[src/rtl/timer_ctrl.sv]
// rtl/timer_ctrl.sv - button-pulse control FSM and BCD preset store for the countdown timer chain
module timer_ctrl #(
  parameter int DONE_CYCLES = 10
) (
  input  logic       clk,
  input  logic       rst_n,
  input  logic       set_p,
  input  logic       sel_p,
  input  logic       inc_p,
  input  logic       start_p,
  input  logic       pause_p,
  input  logic       cnt_zero,
  output logic       start,
  output logic       pause,
  output logic       setting,
  output logic [3:0] set_min_one,
  output logic [3:0] set_min_ten,
  output logic [3:0] set_hr_one,
  output logic [3:0] set_hr_ten,
  output logic [1:0] sel_digit,
  output logic       done
);

  typedef enum logic [2:0] {
    S_IDLE  = 3'd0,
    S_SET   = 3'd1,
    S_RUN   = 3'd2,
    S_PAUSE = 3'd3,
    S_DONE  = 3'd4
  } state_t;

  localparam logic [7:0] DONE_LAST = 8'(DONE_CYCLES - 1);

  state_t     state_q, state_d;
  logic [7:0] done_cnt_q, done_cnt_d;
  logic       armed_q, armed_d;
  logic [3:0] min_one_q, min_one_d;
  logic [3:0] min_ten_q, min_ten_d;
  logic [3:0] hr_one_q, hr_one_d;
  logic [3:0] hr_ten_q, hr_ten_d;
  logic [1:0] sel_q, sel_d;
  logic       start_q, start_d;
  logic       pause_q, pause_d;
  logic       setting_q, setting_d;
  logic       done_q, done_d;
  logic       presets_nz;

  assign presets_nz = (min_one_q != 4'd0) || (min_ten_q != 4'd0) ||
                      (hr_one_q != 4'd0) || (hr_ten_q != 4'd0);

  // Next state, done timer and run-armed flag; pulse priority is set_p > start_p > pause_p.
  always_comb begin
    state_d    = state_q;
    done_cnt_d = 8'd0;
    case (state_q)
      S_IDLE: begin
        if (set_p)                        state_d = S_SET;
        else if (start_p && presets_nz)   state_d = S_RUN;
      end
      S_SET: begin
        if (set_p)                        state_d = S_IDLE;
      end
      S_RUN: begin
        if (set_p)                        state_d = S_IDLE;
        else if (pause_p)                 state_d = S_PAUSE;
        else if (armed_q && cnt_zero)     state_d = S_DONE;
      end
      S_PAUSE: begin
        if (set_p)                        state_d = S_IDLE;
        else if (start_p || pause_p)      state_d = S_RUN;
      end
      S_DONE: begin
        if (set_p || start_p)             state_d = S_IDLE;
        else if (done_cnt_q >= DONE_LAST) state_d = S_IDLE;
        else                              done_cnt_d = done_cnt_q + 8'd1;
      end
      default:                            state_d = S_IDLE;
    endcase
    // cnt_zero is only trusted once the counters have had a cycle in RUN.
    armed_d = (state_q == S_RUN) && (state_d == S_RUN);
  end

  // Preset digit editing, active only while sitting in SET.
  always_comb begin
    min_one_d = min_one_q;
    min_ten_d = min_ten_q;
    hr_one_d  = hr_one_q;
    hr_ten_d  = hr_ten_q;
    sel_d     = sel_q;
    if (state_q == S_IDLE && set_p) begin
      sel_d = 2'd0;
    end else if (state_q == S_SET) begin
      if (inc_p) begin
        case (sel_q)
          2'd0: min_one_d = (min_one_q >= 4'd9) ? 4'd0 : min_one_q + 4'd1;
          2'd1: min_ten_d = (min_ten_q >= 4'd5) ? 4'd0 : min_ten_q + 4'd1;
          2'd2: begin
            if (hr_ten_q == 4'd2) hr_one_d = (hr_one_q >= 4'd3) ? 4'd0 : hr_one_q + 4'd1;
            else                  hr_one_d = (hr_one_q >= 4'd9) ? 4'd0 : hr_one_q + 4'd1;
          end
          default: begin
            hr_ten_d = (hr_ten_q >= 4'd2) ? 4'd0 : hr_ten_q + 4'd1;
            // Entering the 20s: keep the hour at or below 23.
            if (hr_ten_q == 4'd1 && hr_one_q > 4'd3) hr_one_d = 4'd3;
          end
        endcase
      end
      if (sel_p) sel_d = sel_q + 2'd1;
    end
  end

  // Level outputs decoded from the next state so they switch on the transition edge.
  always_comb begin
    start_d   = 1'b0;
    pause_d   = 1'b0;
    setting_d = 1'b0;
    done_d    = 1'b0;
    case (state_d)
      S_SET:   setting_d = 1'b1;
      S_RUN:   start_d   = 1'b1;
      S_PAUSE: begin
        start_d = 1'b1;
        pause_d = 1'b1;
      end
      S_DONE: begin
        start_d = 1'b1;
        pause_d = 1'b1;
        done_d  = 1'b1;
      end
      default: ;
    endcase
  end

  // State, presets and registered outputs; reset is asynchronous and asserted high.
  always_ff @(posedge clk or posedge rst_n) begin
    if (rst_n) begin
      state_q    <= S_IDLE;
      done_cnt_q <= 8'd0;
      armed_q    <= 1'b0;
      min_one_q  <= 4'd0;
      min_ten_q  <= 4'd0;
      hr_one_q   <= 4'd0;
      hr_ten_q   <= 4'd0;
      sel_q      <= 2'd0;
      start_q    <= 1'b0;
      pause_q    <= 1'b0;
      setting_q  <= 1'b0;
      done_q     <= 1'b0;
    end else begin
      state_q    <= state_d;
      done_cnt_q <= done_cnt_d;
      armed_q    <= armed_d;
      min_one_q  <= min_one_d;
      min_ten_q  <= min_ten_d;
      hr_one_q   <= hr_one_d;
      hr_ten_q   <= hr_ten_d;
      sel_q      <= sel_d;
      start_q    <= start_d;
      pause_q    <= pause_d;
      setting_q  <= setting_d;
      done_q     <= done_d;
    end
  end

  assign start       = start_q;
  assign pause       = pause_q;
  assign setting     = setting_q;
  assign done        = done_q;
  assign set_min_one = min_one_q;
  assign set_min_ten = min_ten_q;
  assign set_hr_one  = hr_one_q;
  assign set_hr_ten  = hr_ten_q;
  assign sel_digit   = sel_q;

endmodule

[config.mk]
export PLATFORM = sky130hd
export DESIGN_NAME = timer_ctrl
export DESIGN_NICKNAME = d
export VERILOG_FILES = /design/src/rtl/timer_ctrl.sv
export SDC_FILE = /design/constraint.sdc
export NUM_CORES = 1
export LEC_CHECK = 0
export CORE_MARGIN = 5
export CORE_UTILIZATION = 45
export DETAILED_ROUTE_END_ITERATION = 8
export GPL_ROUTABILITY_DRIVEN = 0
export PLACE_DENSITY = 0.8
export SYNTH_ARGS = -nofsm -noshare
export SYNTH_HDL_FRONTEND = slang
export SYNTH_SLANG_ARGS = --single-unit
[constraint.sdc]
create_clock -name clk -period 2.1 [get_ports clk]
set_clock_uncertainty 0.1 [all_clocks]
set_input_delay 0.21 -clock clk [delete_from_list [all_inputs] [get_ports clk]]
set_output_delay 0.21 -clock clk [all_outputs]
set_load 0.01 [all_outputs]
==> results_dict.tcl <==
set metrics [dict create \
    drt_iter0_drc 56 \
    setup_violations 0 \
    synth_area_leaders "dfrtp_1, ha_1, inv_1" \
    pwr_density_cell_nw_per_um2 1209 \
    yosys.cell_types.count 51 \
    vdd_ir_drop_max_uv 673.8 \
    cts.sinks 34 \
    grt_max_degree 35 \
    hold_viol_final 0 \
    cap_viol_max_count 0 \
    insertion_delay_ps 290 \
    die-area_um2 5636 \
    syn_avg_cell_area_um2 10.41 \
    drcViolationCount 0 \
    synth_top_area_cell "dfrtp_1" \
    setup_tns_ps 0 \
    crit_arrival_ps 2030 \
    netlist.area_leader.share_pct 44.65 \
    vias 1483 \
    critPathLaunchType "flop" \
    netlist_instances 183 \
    port_buffers 29 \
    placed_area_um2 2330 \
    overflow 0 \
    grtUsageTotal_pct 15.38 \
    multiInputGateArea_um2 984.7 \
    worstSetupPathType "flop to flop" \
    hpwl_um 2848 \
    postCtsSetupBuffers 0 \
    dr.pass1.iters 4 \
    synth_seq_cells 34 \
    clockBufferDepth 2 \
    ant_nets 0 \
    period_needed_ps 1924 \
    drt-vias-per-instance 5.278 \
    antenna_found_initial 0 \
    die_w_um 75.08 \
    cts_htree_levels 2 \
    drive_gt1_share_pct 12.99 \
    syn2layout_area_growth_pct 30.01 \
    fmax_mhz 519.8 \
    fillCellCount 329 \
    p_leak_nw 1.141 \
    cts_tree "built" \
    worstPathMaxFanout 5 \
    grt_setup_unrepaired "no" \
    ys_warn_count 0 \
    r2r_slack_ps 180 \
    final_core_util_pct 61.05 \
    status "finished clean" \
    synthFlopType "dfrtp_1" \
    cp-end-kind "flop" \
    die_y_um 75.08 \
    antenna_cells 0 \
    numCtsBuffers 5 \
    ys_async_sr_fraction_pct 100.0 \
    clkSlewWorstSetupHoldPaths_ps 70 \
    clockRootBuffer "clkbuf_8" \
    required_ps 2210 \
    nets 260 \
    row_count 23 \
    maxSlewViolCount 0 \
    seq_area_um2 850.8 \
    period_share_pct 91.61 \
    grt_pass1_vias 1523 \
    final_area_um2 2477 \
    grt_pass1_wl_um 6651 \
    core_area_um2 4058 \
    synth_edf_count 0 \
    initial_core_util_pct 46.96 \
    hold_path.class "primary input to async pin" \
    seq_area_frac_synth_pct 44.65 \
    ioPinCount 30 \
    routedWlPerCell_um 13.54 \
    netlist_area_um2 1906 \
    wl_um 3804 \
]
==> worst max-delay path, stage by stage, from the launching register on <==
cell,delay (ps)
dfrtp_1,430
ha_1,220
or3b_2,460
a211oi_2,290
o21ai_0,230
o21ai_0,130
==> final timing paths <==
| check | depth (start not counted) | end | start |
|---|---|---|---|
| setup / recovery | 5 | pause | done_cnt_q[0] |
| hold / removal | 3 | set_min_one[3] | rst_n |
| setup reg to reg | 5 | pause | done_cnt_q[0] |
| hold reg to reg | 1 | done_cnt_q[0] | done_cnt_q[0] |
| max in group asynchronous | 3 | set_hr_ten[2] | rst_n |
| min in group clk | 1 | done_cnt_q[0] | done_cnt_q[0] |
==> synth_stat cells, types with 2 or more instances <==
cell and number:
o21ai_1 2, o21ai_0 9, or4_1 2, nor4bb_1 3, and2_1 3, a22o_1 6
ha_1 22, and3_1 2, nor4_1 2, nor2b_1 3, nand3_1 7, nor3_1 5
mux2_2 2, inv_1 21, a41oi_1 2, or3_1 4, nand2_1 11, nor2_1 11
dfrtp_1 34
==> routing by layer <==
metal / share of wire, % / up-vias / track usage (%)
met5: 0 / - / 0
met4: 1.9 / 0 / 7.905
met3: 4.4 / 8 / 2.937
met2: 47 / 38 / 24.37
met1: 46 / 704 / 20.00
li1: - / 733 / -
==> state kept, by name, summed over array words and instances, names as in the netlist, 2 cells and up <==
register and cells:
done_cnt_q 8, sel_digit 2, set_hr_one 4, set_hr_ten 4
set_min_one 4, set_min_ten 4, state_q 3
==> metrics by stage <==
stage,total power [mW],cells,setup WS [ps],hold WS [ps]
3_3_place_gp,2.238,273,147.2,400.0
3_5_place_dp,2.270,273,112.8,437.1
4_1_cts,3.028,281,90.19,227.6
6_report,2.996,281,176.2,212.3
5_1_grt,3.209,281,16.85,275.5
2_1_floorplan,1.703,186,148.7,251.6
==> final cells by class <==
| class | count | share of cell area (%) |
|---|---|---|
| multi-input combinational | 130 | 39.75 |
| sequential | 34 | 34.34 |
| timing repair buffer | 38 | 14.44 |
| clock buffer | 6 | 3.333 |
| inverter | 21 | 3.182 |
| tap | 50 | 2.525 |
| clock inverter | 2 | 2.424 |
==> power by group <==
part	total [mW]	internal, mW	switching [mW]
Clock	0.741	0.506	0.235
Sequential	0.973	0.812	0.162
Combinational	1.28	0.686	0.595
==> cells by family after synthesis <==
| logic type | synth area share, % |
|---|---|
| other | 0.1968 |
| buffers and inverters | 4.531 |
| AO/OA/AOI/OAI | 13.20 |
| XOR/XNOR | 0.9194 |
| adder cells (fa/ha/maj) | 14.44 |
| AND/OR/NAND/NOR | 20.88 |
| multiplexers | 1.182 |
| flip-flops | 44.65 |
==> timing repair <==
| action | in CTS | in global routing |
|---|---|---|
| hold buffers | 0 | 0 |
| endpoints found under the setup margin | 0 | 3 |
| gates resized for setup | 0 | 1 |
==> cells in the final DEF (no fill, tap or decap), types with 4 or more instances in the layout <==
| cell | netlist | final |
|---|---|---|
| conb_1 | 1 | 4 |
| nand3_1 | 7 | 7 |
| dfrtp_1 | 34 | 34 |
| clkdlybuf4s50_1 | 0 | 29 |
| nand2_1 | 11 | 11 |
| nor3_1 | 5 | 5 |
| or3_1 | 4 | 4 |
| inv_1 | 21 | 21 |
| a22o_1 | 6 | 6 |
| buf_4 | 1 | 9 |
| clkbuf_8 | 0 | 6 |
| o21ai_0 | 9 | 9 |
| ha_1 | 22 | 22 |
| nor2_1 | 11 | 11 |
Note: power is estimated with default switching activity, not from simulation.
